`src/rtl/sdram_pkg.sv`:
```
// Shared SDRAM refresh types, default timing constants and width helpers.
// Used by refresh_scheduler and ref_interval_counter.
package sdram_pkg;

  typedef enum logic {
    MODE_DISTRIB = 1'b0,
    MODE_BURST   = 1'b1
  } ref_mode_e;

  // 64 ms refresh period at 60 MHz, 8192 rows
  localparam int unsigned DEF_PERIOD_CYCLES = 3840000;
  localparam int unsigned DEF_REFRESHES     = 8192;
  localparam int unsigned DEF_TRFC_CYCLES   = 5;
  localparam int unsigned DEF_MAX_DEBT      = 8;
  localparam int unsigned DEF_GUARD         = 4;

  function automatic int unsigned clog2(input int unsigned value);
    int unsigned result;
    result = 0;
    for (int i = 0; i < 32; i++) begin
      if ((64'd1 << i) < 64'(value)) result = 32'(i) + 32'd1;
    end
    return result;
  endfunction

  // Counter width that never collapses to zero bits.
  function automatic int unsigned cnt_w(input int unsigned value);
    return (clog2(value) < 1) ? 1 : clog2(value);
  endfunction

endpackage

```
`src/rtl/ref_interval_counter.sv`:
```
// Wrap counter 0..LIMIT-1 with enable and synchronous clear.
// tick is high in the enabled cycle whose clock edge wraps the counter.
module ref_interval_counter
  import sdram_pkg::*;
#(
  parameter int unsigned LIMIT = 4,
  parameter int unsigned W     = cnt_w(LIMIT)
) (
  input  logic         clk,
  input  logic         rst,
  input  logic         en,
  input  logic         clr,
  output logic [W-1:0] cnt,
  output logic         tick
);

  assign tick = en && (cnt == W'(LIMIT - 1));

  always_ff @(posedge clk) begin
    if (rst || clr) begin
      cnt <= '0;
    end else if (tick) begin
      cnt <= '0;
    end else if (en) begin
      cnt <= cnt + W'(1);
    end
  end

endmodule

```
`src/rtl/refresh_scheduler.sv`:
```
// SDRAM refresh scheduler: period tracking, refresh debt, request/urgent generation.
// Optional REF_SCHED_STATS_EN adds a saturating miss_cnt[15:0] output.
module refresh_scheduler
  import sdram_pkg::*;
#(
  parameter int unsigned PERIOD_CYCLES = DEF_PERIOD_CYCLES,
  parameter int unsigned REFRESHES     = DEF_REFRESHES,
  parameter int unsigned TRFC_CYCLES   = DEF_TRFC_CYCLES,
  parameter int unsigned MAX_DEBT      = DEF_MAX_DEBT,
  parameter int unsigned GUARD         = DEF_GUARD
) (
  input  logic                            clk,
  input  logic                            rst,
  input  logic                            en,
  input  logic                            mode,
  input  logic                            ref_ack,
  output logic                            ref_req,
  output logic                            ref_urgent,
  output logic                            period_start,
  output logic [clog2(REFRESHES + 1)-1:0] done_cnt,
  output logic                            underrun
`ifdef REF_SCHED_STATS_EN
  ,
  output logic [15:0]                     miss_cnt
`endif
);

  localparam int unsigned INTERVAL   = PERIOD_CYCLES / REFRESHES;
  localparam int unsigned FORCE_TIME = PERIOD_CYCLES - REFRESHES * TRFC_CYCLES - GUARD;
  localparam int unsigned PER_W      = cnt_w(PERIOD_CYCLES);
  localparam int unsigned INT_W      = cnt_w(INTERVAL);
  localparam int unsigned DONE_W     = clog2(REFRESHES + 1);
  localparam int unsigned DEBT_W     = cnt_w(MAX_DEBT + 1);

  logic [PER_W-1:0]  period_cnt;
  logic [PER_W-1:0]  period_cnt_d;
  logic [INT_W-1:0]  int_cnt;
  logic              period_wrap;
  logic              int_tick;
  ref_mode_e         mode_q;
  ref_mode_e         mode_d;
  logic [DEBT_W-1:0] debt;
  logic [DEBT_W-1:0] debt_d;
  logic [DONE_W-1:0] done_inc;
  logic [DONE_W-1:0] done_d;
  logic              ack_ok;
  logic              tick_due;
  logic              debt_full;
  logic              pending_d;
  logic              force_d;
  logic              req_d;
  logic              urgent_d;
  logic              underrun_d;
  logic              unused_int_cnt;

  ref_interval_counter #(
    .LIMIT (PERIOD_CYCLES),
    .W     (PER_W)
  ) u_period_cnt (
    .clk  (clk),
    .rst  (rst),
    .en   (en),
    .clr  (1'b0),
    .cnt  (period_cnt),
    .tick (period_wrap)
  );

  // Restarted at every period wrap so ticks stay aligned to the period.
  ref_interval_counter #(
    .LIMIT (INTERVAL),
    .W     (INT_W)
  ) u_int_cnt (
    .clk  (clk),
    .rst  (rst),
    .en   (en),
    .clr  (period_wrap),
    .cnt  (int_cnt),
    .tick (int_tick)
  );

  // Interval position is only consumed through its tick.
  assign unused_int_cnt = ^int_cnt;

  // Next-state of every register; outputs are registered from these values
  // so they describe the state that exists after the current edge.
  always_comb begin
    ack_ok    = en && ref_ack && ref_req;
    debt_full = (debt == DEBT_W'(MAX_DEBT));
    tick_due  = (mode_q == MODE_DISTRIB) && int_tick
                && ((32'(done_cnt) + 32'(debt)) < REFRESHES);

    done_inc = done_cnt;
    if (ack_ok && (done_cnt != DONE_W'(REFRESHES))) begin
      done_inc = done_cnt + DONE_W'(1);
    end

    debt_d = debt;
    if (tick_due && !ack_ok && !debt_full) begin
      debt_d = debt + DEBT_W'(1);
    end else if (ack_ok && !tick_due && (debt != '0)) begin
      debt_d = debt - DEBT_W'(1);
    end

    // A same-cycle ack is credited to the ending period before the clear.
    underrun_d = period_wrap && (32'(done_inc) < REFRESHES);

    done_d       = done_inc;
    mode_d       = mode_q;
    period_cnt_d = period_cnt;
    if (period_wrap) begin
      done_d       = '0;
      debt_d       = '0;
      mode_d       = ref_mode_e'(mode);
      period_cnt_d = '0;
    end else if (en) begin
      period_cnt_d = period_cnt + PER_W'(1);
    end

    pending_d = (32'(done_d) < REFRESHES);
    force_d   = en && pending_d && (32'(period_cnt_d) >= FORCE_TIME);

    if (mode_d == MODE_BURST) begin
      req_d    = force_d;
      urgent_d = force_d;
    end else begin
      req_d    = en && ((debt_d != '0) || force_d);
      urgent_d = en && ((debt_d == DEBT_W'(MAX_DEBT)) || force_d);
    end
  end

  always_ff @(posedge clk) begin
    if (rst) begin
      mode_q       <= MODE_DISTRIB;
      debt         <= '0;
      done_cnt     <= '0;
      ref_req      <= 1'b0;
      ref_urgent   <= 1'b0;
      period_start <= 1'b0;
      underrun     <= 1'b0;
    end else begin
      mode_q       <= mode_d;
      debt         <= debt_d;
      done_cnt     <= done_d;
      ref_req      <= req_d;
      ref_urgent   <= urgent_d;
      period_start <= period_wrap;
      underrun     <= underrun_d;
    end
  end

`ifdef REF_SCHED_STATS_EN
  logic        tick_miss;
  logic [16:0] miss_sum;

  // Underrun and a dropped wrap-cycle tick can both land on one edge.
  always_comb begin
    tick_miss = tick_due && debt_full && !ack_ok;
    miss_sum  = 17'(miss_cnt) + 17'(tick_miss) + 17'(underrun_d);
  end

  always_ff @(posedge clk) begin
    if (rst) begin
      miss_cnt <= '0;
    end else begin
      miss_cnt <= miss_sum[16] ? 16'hFFFF : miss_sum[15:0];
    end
  end
`endif

endmodule

```
`config.mk`:
```
export PLATFORM = sky130hd
export DESIGN_NAME = refresh_scheduler
export DESIGN_NICKNAME = d
export VERILOG_FILES = /design/src/rtl/sdram_pkg.sv /design/src/rtl/ref_interval_counter.sv /design/src/rtl/refresh_scheduler.sv
export SDC_FILE = /design/constraint.sdc
export NUM_CORES = 1
export LEC_CHECK = 0
export ABC_AREA = 1
export BUFFER_PORTS_ARGS = -buffer_cell sky130_fd_sc_hd__buf_2
export CAP_MARGIN = 30
export CORE_MARGIN = 1.5
export CORE_UTILIZATION = 48
export CTS_BUF_LIST = sky130_fd_sc_hd__clkbuf_4 sky130_fd_sc_hd__clkbuf_8
export DETAILED_ROUTE_END_ITERATION = 10
export PLACE_DENSITY = 0.74
export SLEW_MARGIN = 30
export SYNTH_ARGS = -nofsm -noshare
export SYNTH_HDL_FRONTEND = slang
export SYNTH_SLANG_ARGS = --single-unit
```
`constraint.sdc`:
```
create_clock -name clk -period 2.6 [get_ports clk]
set_input_delay 0 -clock clk [delete_from_list [all_inputs] [get_ports clk]]
set_output_delay 0 -clock clk [all_outputs]
set_load 0.02 [all_outputs]
```
==> metrics.md, run 1 <==
| Metric | Value |
|---|---|
| CTS root buf | clkbuf_8 |
| Final hold slack | ~60 ps |
| Skew final | between 9 and 10 ps |
| Worst Tran Pin Value | ~560 ps |
| Num CTS Buffers | 5 |
| Synth warn | 0 |
| Post-CTS sizing | 0 |
| Most common cell after layout, fill and taps aside | nand2_1 |
| Initial DRC count | 185 |
| CP Max Fanout | 9 |
| Final hold violation count | 0 |
| Layout cells sized above 1 | a little under a tenth |
| H-tree depth | 2 |
| Post-route DRC violation count | 2 |
| Yosys reg bits | 54 |
| HP Start | mode |
| Top Ports | 23 |
| Die area | 7300 sq um |
| Final setup margin | 306 ps |
| Most area-hungry cell type in the Yosys netlist | dfxtp_1 |
| Postcts setup bufs | 0 |
| Maxcap violations | 0 |
| P_leak | 1.53 nW |
| Site row count | 29 |
| Vias | roughly 3200 |
| Clock network power share | 39.4% |
| HPWL after DPL | 5570 microns |
| Cell Int Power | about 1.1 mW |
| Final period util | about nine tenths |
| Top cell type's share of synthesized area | around 33% |
| Total track usage | 21.3% |
| Sw frac | 22.3% |
| Post-route ant nets | 0 |
| Skew-Pair Late Insertion Delay | 310 ps |
| Critical path buffers and inverters | 1 |
| Status | finished, violations left |
| Worst hold path class | in -> reg |
| Initial Util | between 50% and 60% |
| Grt ovf | 0 |
| Storage element area | between 1000 and 1500 sq um |
| Final Max Tran Viols | 0 |
| Startpoint Class | flip-flop |
| Post-Syn Area | roughly 3300 sq um |
| Final Setup Violations | 0 |
| CTS clk-pin slew, worst paths | around 100 ps |
| Die width | 85.5 microns |
| Violated checks | DRC |
| Final GP Congestion | 0.972 |
| Max incr delay on CP | roughly 500 ps |
| Top post-synthesis cells by area | dfxtp_1 33%, nand2_1 14%, nor2_1 9.7% |
| CP Data Required Time | approximately 2900 ps |
| Diodes inserted | 0 |
| Area occupied by multi-input gates | between 1500 and 2000 sq um |
| Core Area | about 6500 sq um |
| Reg2Reg Depth | 16 |
| Setup Crit Path Kind | reg -> reg |
| Comb pwr share | ~3.1% |
| First-pass GRT wire length | 12800 microns |
| Most common cell on crit path | nand2_1 |
| Cells after Synth | slightly above 500 |
| RR Startpoint | done_cnt[3] |
| Unique cell type count in the Yosys netlist | 32 |
| Net Count, Synth | between 500 and 600 |
| Hold endpoint | mode_q |
| Area growth syn-to-layout | 9.47% |
| Clock Path Buffers | 2 |
| Crit-path cells | ha_1, nand2_1, inv_1, nand2_1, nand3_1, nand2_1, nand2_1, nand3_1, nand3_1, nand2_1, nand2_1, nand2_1, nand3_1, nor2_1, nand2_1, a21oi_1 |
| Slowest cell on the critical path | dfxtp_1 |
| Routed wire length | around 7300 microns |
| Fillers | 660 |
| Place WS | approximately 360 ps |
| Arr. time, crit path | 2540 ps |
| Final instance area | around 3600 sq um |
| Psw | 0.324 mW |
| Drt pass-1 iters | 8 |
| DP Area | 3460 sq um |
| Vias in the first global route | just under 3000 |
| Top Family by Delay on Critical Path | simple AND/OR/NAND/NOR gates |
| Seq/Total Area, Yosys | between 30 and 40% |
| Setup tns final | 0 ps |
| Critical Path Sink Type | flip-flop |
| Minimum clock period | about 2300 ps |
| Crit. path cell count | 16 |
| CTS tree | built |
| Input/output buffers | 22 |
| Max VDD drop | 0.278 mV |
| Worst reg2reg setup slack | 310 ps |
| Die extent in y | roughly 85 microns |
| Worst reg2reg endpoint | ref_urgent |
| Routed vias/inst | 5.15 |
| Power Density | ~400 nW/um^2 |
| Initial antenna violation count | 0 |
| Hold-fix buffers at CTS | 0 |
| Routed len/inst | ~12 microns |
| Achievable Freq | 436 MHz |
| Most frequent cells in the layout | 126 x nand2_1, 84 x nor2_1, 77 x inv_1 |
| Largest net degree at the start of global routing | 19 |
| # clock sinks | 54 |
| RSZ-0062 raised after global routing | no |
| Final #Nets | about 560 |
| Max transition margin | approximately 62% |
| Avg Cell Area, Syn | about 6.3 sq um |
| Sequential share of power | 57.5% |
| Hold path depth | 5 |
flip-flops by register name, indices dropped and copies added (netlist names):
name              count
mode_q                1
debt                  4
ref_req               1
done_cnt             14
ref_urgent            1
u_period_cnt.cnt     22
underrun              1
period_start          1
u_int_cnt.cnt         9
synthesized netlist by cell type:
| cell type | n |
|---|---|
| nand2_1 | 126 |
| nor2_1 | 84 |
| inv_1 | 77 |
| dfxtp_1 | 54 |
| nand3_1 | 52 |
| a21oi_1 | 19 |
| nor3_1 | 17 |
| nand4_1 | 14 |
| xor2_1 | 14 |
| ha_1 | 9 |
| o21ai_0 | 8 |
| nor2_2 | 6 |
| nand3b_1 | 4 |
| inv_2 | 3 |
| nand2_2 | 3 |
| xnor2_1 | 3 |
| buf_1 | 2 |
| buf_4 | 2 |
| nand3_2 | 2 |
| nor3_2 | 2 |
| nor4_1 | 2 |
| o21a_1 | 2 |
| o21ai_1 | 2 |
| a21boi_0 | 1 |
| a21oi_2 | 1 |
| clkbuf_1 | 1 |
| clkinv_1 | 1 |
| nand3_4 | 1 |
| nor2_4 | 1 |
| nor3b_1 | 1 |
| o211a_1 | 1 |
| o31ai_1 | 1 |
metrics by stage:
step / power (mW) / instances / util (%)
2_1_floorplan: 0.886 / 516 / -
3_3_place_gp: 0.899 / 612 / 53.5
3_5_place_dp: 0.900 / 612 / 53.5
4_1_cts: 1.47 / 620 / 55.3
5_1_grt: 1.51 / 620 / 55.3
6_report: 1.46 / 620 / 55.3
metal layers:
layer  up-vias  routed length, microns  global-route usage [%]
li1       1683                       -                       -
met1      1431                    3620                    28.4
met2        72                    3270                    35.2
met3         9                     332                    3.50
met4         0                      84                    6.45
met5         -                       0                       0
worst max-delay path by stage:
stage / endpoint / start
after floorplan: ref_req / done_cnt[3]
after global placement: ref_urgent / done_cnt[3]
after detailed placement: ref_urgent / done_cnt[3]
after CTS: ref_urgent / done_cnt[3]
after global routing: ref_req / done_cnt[3]
final: ref_urgent / done_cnt[3]
logic make-up after synthesis:
group | Yosys count | share of synthesized area, %
compound gates | 35 | 5.94
xor+xnor | 17 | 4.56
fa+ha+maj | 9 | 3.45
buf+inv | 86 | 10.1
flops | 54 | 33.1
simple gates | 315 | 42.8
final cells by class:
| cell class | count | share of cell area [%] |
|---|---|---|
| multi-input combinational | 376 | 51.8 |
| sequential | 54 | 30.3 |
| inverter | 81 | 8.51 |
| timing repair buffer | 24 | 3.50 |
| tap | 77 | 2.70 |
| clock buffer | 5 | 1.93 |
| clock inverter | 3 | 1.26 |
power groups by stage:
stage | combinational (mW) | clock [mW] | sequential, mW
4_1_cts | 0.0447 | 0.586 | 0.837
5_1_grt | 0.0497 | 0.625 | 0.838
6_report | 0.0450 | 0.574 | 0.837
3_3_place_gp | 0.0440 | 0 | 0.855
3_5_place_dp | 0.0444 | 0 | 0.856
2_1_floorplan | 0.0312 | 0 | 0.855
worst min-delay path: stages:
cell and delay [ps]:
buf_2 90, nand2_1 50, nand2_1 70, inv_1 50, nor2_1 80
Power figures use the tool's default switching activity.
==> run 2, diff against run 1 <==
PLACE_DENSITY = 0.73   (was 0.74)
SLEW_MARGIN = not set   (was 30)
SYNTH_HIERARCHICAL = 1   (was not set)
==> run 2 against run 1 <==
Sequential power barely moved. Utilization down 0.31 points. Critical endpoint is now done_cnt[8]. The flow now finishes without violations. Non-clock buffer count up 7. Hold slack better by 15 ps.
==> metrics.md, run 2 <==
| Metric | Value |
|---|---|
| Minimum clock period | 2320 ps |
| Routed wire length | 8930 microns |
| Clock Path Buffers | 2 |
| Placed Cells | 745 |
| Diodes inserted | 0 |
| Slowest cell on the critical path | nor2_1 |
| Max incr delay on CP | 430 ps |
| Post-Syn Area | roughly 4000 sq um |
| Cells after Synth | 618 |
| Power Density | between 300 and 400 nW/um^2 |
| Max VDD drop | about 0.22 mV |
| Status | finished clean |
| Worst Tran Pin Value | about 530 ps |
| Die extent in y | between 90 and 100 microns |
| Crit-path cells | ha_1, inv_1, nor2_1, nand2_1, inv_1, nand3_2, inv_1, buf_4, nor2_1, inv_1, a21oi_1, o21a_1 |
| Yosys reg bits | 54 |
| Layout cells sized above 1 | 18.4% |
| Vias | about 3900 |
| Unique cell type count in the Yosys netlist | just over 40 |
| Total track usage | between 20% and 30% |
| Postcts setup bufs | 0 |
| RR Startpoint | u_period_cnt/cnt[0] |
| Worst reg2reg endpoint | done_cnt[8] |
| CP Max Fanout | 9 |
| Input/output buffers | 22 |
| Hold path depth | 3 |
| Setup tns final | 0 ps |
| Arr. time, crit path | between 2000 and 3000 ps |
| Post-route DRC violation count | 0 |
| FFs w/ async S/R, synth | 0% |
| Routed len/inst | about 12 microns |
| Non-Filler Instances | 754 |
| Post-route ant nets | 0 |
| Core Area | 7890 sq um |
| Setup Crit Path Kind | reg -> reg |
| Critical Path Sink Type | flip-flop |
| Seq/Total Area, Yosys | around 27% |
| P_leak | approximately 1.9 nW |
| Skew-Pair Late Insertion Delay | around 310 ps |
| HP Start | en |
| Count leader, synth | nand2_1 |
| Most common cell after layout, fill and taps aside | nand2_1 |
| Synth Flop Type | dfxtp_1 |
| CTS clk-pin slew, worst paths | roughly 100 ps |
| Top reg by flops | u_period_cnt/cnt |
| CTS root buf | clkbuf_8 |
| Hold endpoint | u_period_cnt/cnt[1] |
| HPWL after DPL | between 6000 and 7000 microns |
| Most common cell on crit path | inv_1 |
| First-pass GRT wire length | 16000 microns |
| CP Data Required Time | 2870 ps |
| Grt ovf | 0 |
| Initial Util | 50.4% |
| Achievable Freq | about 430 MHz |
| Final Max Tran Viols | 0 |
| H-tree depth | 2 |
| Vias in the first global route | approximately 3700 |
| Post-CTS sizing | 0 |
| Synth warn | 6 |
| Site row count | 32 |
| # clock sinks | 54 |
| Startpoint Class | flip-flop |
| Most area-hungry cell type in the Yosys netlist | dfxtp_1 |
| Largest net degree at the start of global routing | 22 |
| Biggest regs | u_period_cnt/cnt x22, done_cnt x14, u_int_cnt/cnt x9 |
| Hold-fix buffers at CTS | 1 |
| Final GP Congestion | roughly 0.89 |
| Most frequent cells in the layout | 159 x nand2_1, 99 x inv_1, 73 x nor2_1 |
| Final hold violation count | 0 |
| Routed vias/inst | approximately 5.2 |
| Initial antenna violation count | 0 |
| Post-synth top cells | 159 x nand2_1, 99 x inv_1, 73 x nor2_1 |
| EDFF count, synth | 0 |
| Max transition margin | ~65% |
| Die width | around 94 microns |
| Maxcap violations | 0 |
| Top cell type's share of synthesized area | between 20% and 30% |
| Top post-synthesis cells by area | dfxtp_1 27%, nand2_1 15%, inv_1 9.4% |
| Initial DRC count | 141 |
| CTS tree | built |
| Area growth syn-to-layout | 9.20% |
| Worst hold path class | in -> reg |
| Reg2Reg Depth | 12 |
| Final period util | about 89% |
| Avg Cell Area, Syn | 6.43 sq um |
| Max reg flops | 22 |
| RSZ-0062 raised after global routing | no |
| Drt pass-1 iters | 4 |
| Top Ports | 23 |
| Die area | 8830 sq um |
| Final Setup Violations | 0 |
| Skew final | slightly above 8 ps |
| Num CTS Buffers | 5 |
| Final #Nets | 666 |
| Net Count, Synth | between 600 and 700 |
| Worst reg2reg setup slack | 280 ps |
-- run 2: area by class of cell --
| type | count | area [sq um] |
|---|---|---|
| Clock buffer | 6 | 76.3 |
| Clock inverter | 2 | 37.5 |
| Fill cell | 779 | 3550 |
| Inverter | 109 | 409 |
| Multi-Input combinational cell | 450 | 2430 |
| Sequential cell | 54 | 1080 |
| Tap cell | 102 | 128 |
| Timing Repair Buffer | 31 | 180 |
-- run 2: cell families (layout without fill, tap and decap cells) --
logic type	count (synthesis)	after routing	share of synthesized area (%)
compound gates	47	47	7.72
other cells	1	1	0.0944
xor+xnor	11	11	2.43
buf+inv	114	148	11.7
fa+ha+maj	10	10	3.15
flops	54	54	27.2
simple gates	380	380	47.4
mux	1	1	0.252
-- run 2: worst max-delay path by stage --
stage	from	end	slack, ps
after detailed placement	u_period_cnt/cnt[0]	ref_req	340
after floorplan	u_period_cnt/cnt[0]	ref_urgent	480
final	u_period_cnt/cnt[0]	done_cnt[8]	280
after global placement	u_period_cnt/cnt[0]	ref_urgent	430
after global routing	u_period_cnt/cnt[0]	done_cnt[8]	80
after CTS	u_period_cnt/cnt[0]	ref_req	320
-- run 2: metrics by stage --
step / cell area (sq um) / power [mW] / utilization (%) / setup WS, ps / hold WS (ps)
after global placement: 4210 / 0.906 / 53.4 / 434 / 321
after detailed placement: 4210 / 0.908 / 53.4 / 337 / 331
after global routing: 4340 / 1.54 / 55.0 / 78.5 / 98.5
final: 4340 / 1.48 / 55.0 / 279 / 76.4
after floorplan: 3970 / 0.896 / - / 482 / 152
after CTS: 4340 / 1.50 / 55.0 / 316 / 72.7
-- run 2: layer usage --
metal  GRT usage (%)  share of wire (%)  up-vias
met5               0                  0        -
li1                -                  -     1987
met1            26.4                 45     1795
met3            3.07                4.2       19
met4            7.84                1.8        0
met2            40.4                 48       85
-- run 2: worst max-delay path: cells and delay by family, from the launching register on --
| family | cells | cell delay, ps |
|---|---|---|
| adders and majority gates | 1 | 250 |
| AOI/OAI and AO/OA | 2 | 320 |
| DFF | 1 | 370 |
| buffers and inverters | 5 | 620 |
| and+or+nand+nor | 4 | 720 |
-- run 2: power breakdown --
group,internal [mW],total (mW),leakage [nW],switching (mW)
Sequential,0.831,0.836,0.435,0.00467
Combinational,0.0160,0.0543,1.44,0.0383
Clock,0.298,0.589,0.0548,0.291
Total,1.15,1.48,1.93,0.334
==> run 3, diff against run 2 <==
CORE_UTILIZATION = 45   (was 48)
MAX_ROUTING_LAYER = met4   (was not set)
PLACE_DENSITY = 0.7   (was 0.73)
==> run 3 against run 2 <==
Clock power down 15%. Sequential cell count unchanged. Sequential power hardly changed. Via count shrank 3.8%. Register-to-register slack better by 30 ps. Count of clock-buffer cells in the layout fell by 1. Maximum frequency increased by 1.3%. Die area increased by 6.4%. Worst setup slack better by 30 ps. Non-clock buffer count stayed put. Utilization fell by 4.9 points.
==> metrics.md, run 3 (synthesized netlist as in run 2, its figures left out) <==
| Metric | Value |
|---|---|
| CTS clk-pin slew, worst paths | between 100 and 150 ps |
| Hold-fix buffers at CTS | 0 |
| Final Setup Violations | 0 |
| Final #Nets | around 670 |
| Layout cells sized above 1 | a little under a fifth |
| CP Data Required Time | 2860 ps |
| Top Ports | 23 |
| Initial Util | 46.0% |
| Worst reg2reg setup slack | 310 ps |
| Power, Total | ~1.4 mW |
| Startpoint Class | flip-flop |
| Sequential share of power | 60.1% |
| Biggest regs | u_period_cnt/cnt x22, done_cnt x14, u_int_cnt/cnt x9 |
| Final instance area | ~4300 sq um |
| Clock Path Buffers | 2 |
| RSZ-0062 raised after global routing | no |
| DP Area | 4230 sq um |
| Placed Cells | 752 |
| Maxcap violations | 0 |
| Critical Path Sink Type | flip-flop |
| Max incr delay on CP | 370 ps |
| Top reg by flops | u_period_cnt/cnt |
| Worst hold path class | in -> reg |
| Post-route DRC violation count | 0 |
| Max VDD drop | roughly 0.17 mV |
| Grt ovf | 0 |
| Routed wire length | 8660 microns |
| Final period util | ~88% |
| Final Max Tran Viols | 0 |
| Met3 track demand over resource | under 10% |
| Arr. time, crit path | approximately 2600 ps |
| Final GP Congestion | approximately 0.90 |
| P_leak | 1.92 nW |
| Post-route ant nets | 0 |
| Diodes inserted | 0 |
| First-pass GRT wire length | 15500 microns |
| Power Density | 322 nW/um^2 |
| Psw | 0.346 mW |
| Worst reg2reg endpoint | ref_req |
| Initial DRC count | 153 |
| Final hold violation count | 0 |
| Worst setup path start | u_period_cnt/cnt[0] |
| Postcts setup bufs | 0 |
| Input/output buffers | 22 |
| Crit path capture | ref_req |
| Die extent in y | 97.0 microns |
| Drt pass-1 iters | 4 |
| Reg2Reg Depth | 18 |
| Worst Tran Pin Value | about 530 ps |
| CTS tree | built |
| # clock sinks | 54 |
| Most frequent cells in the layout | 159 x nand2_1, 99 x inv_1, 73 x nor2_1 |
| Post-CTS sizing | 0 |
| Area growth syn-to-layout | 8.85% |
| Site row count | 34 |
| Largest net degree at the start of global routing | 22 |
| Achievable Freq | between 400 and 500 MHz |
| Cell Int Power | 1.05 mW |
| Most common cell after layout, fill and taps aside | nand2_1 |
| Clock network power share | 36.2% |
| Fillers | just under 900 |
| Setup Crit Path Kind | reg -> reg |
| Total track usage | about 20% |
| Crit-path cells | ha_1, inv_1, nor2_1, nand2_1, inv_1, nand3_2, inv_1, inv_1, o211ai_1, nor2_1, nand3_1, a21oi_1, nand3_1, nand2_1, nand3_1, nand2_1, nand2_1, nor2_1 |
| HPWL after DPL | about 7000 microns |
| RR Startpoint | u_period_cnt/cnt[0] |
| Max transition margin | between 60 and 70% |
| Comb pwr share | under 10% |
| Die area | 9400 sq um |
| Sw frac | approximately 25% |
| Routed vias/inst | 4.92 |
| Slowest cell on the critical path | dfxtp_1 |
| Num CTS Buffers | 5 |
| Initial antenna violation count | 0 |
| Minimum clock period | 2290 ps |
| Die width | between 90 and 100 microns |
| Met1 usage | a little under a quarter |
| Area occupied by multi-input gates | between 2000 and 2500 sq um |
| Vias | between 3000 and 4000 |
| HP Start | rst |
| Grt peak-use layer | met2 |
| Skew final | roughly 13 ps |
| Storage element area | 1080 sq um |
| CTS root buf | clkbuf_8 |
| Status | finished clean |
| Core Area | 8640 sq um |
| Max reg flops | 22 |
| CP Max Fanout | 7 |
| H-tree depth | 2 |
| Setup tns final | 0 ps |
| Routed len/inst | ~11 microns |
| Skew-Pair Late Insertion Delay | a little over 300 ps |
| Met2 Use GR | a little over a third |
| Vias in the first global route | around 3600 |
| Non-Filler Instances | 760 |
-- run 3: final cells by class --
class	instances	share of cell area [%]
clock buffers	5	1.59
clock inverters	3	0.608
inverters	109	9.46
multi-input cells	450	56.1
flip-flops and latches	54	25.0
well taps	108	3.13
repair buffers	31	4.11
-- run 3: worst max-delay path, delay by kind of cell (launching register included) --
kind            cells  cell delay (ps)
simple gates       11              930
buf+inv             4              390
flops               1              370
compound gates      2              310
fa+ha+maj           1              250
-- run 3: worst min-delay path by stage --
stage / depth (start not counted) / end
global placement: 2 / mode_q
CTS: 2 / debt[2]
global route: 2 / debt[2]
finish: 2 / debt[2]
floorplan: 2 / u_period_cnt/cnt[1]
detailed placement: 2 / debt[2]
-- run 3: power groups by stage --
stage / combinational (mW) / sequential [mW] / clock [mW]
finish: 0.0523 / 0.836 / 0.503
global route: 0.0589 / 0.837 / 0.557
CTS: 0.0528 / 0.836 / 0.523
detailed placement: 0.0528 / 0.855 / 0
global placement: 0.0517 / 0.854 / 0
floorplan: 0.0426 / 0.854 / 0
-- run 3: stage by stage --
stage,hold WS [ps],utilization (%),setup WS (ps)
4_1_cts,3.64,50.1,329
3_3_place_gp,336,49.0,426
5_1_grt,8.66,50.1,0.181
2_1_floorplan,152,-,482
6_report,11.0,50.1,308
3_5_place_dp,336,49.0,349
-- run 3: metal layers --
layer	routed length (microns)	share of wire, %	vias up
li1	-	-	1990
met1	4060	47	1678
met2	4150	48	58
met3	280	3.2	14
met4	170	2.0	0
met5	0	0	-
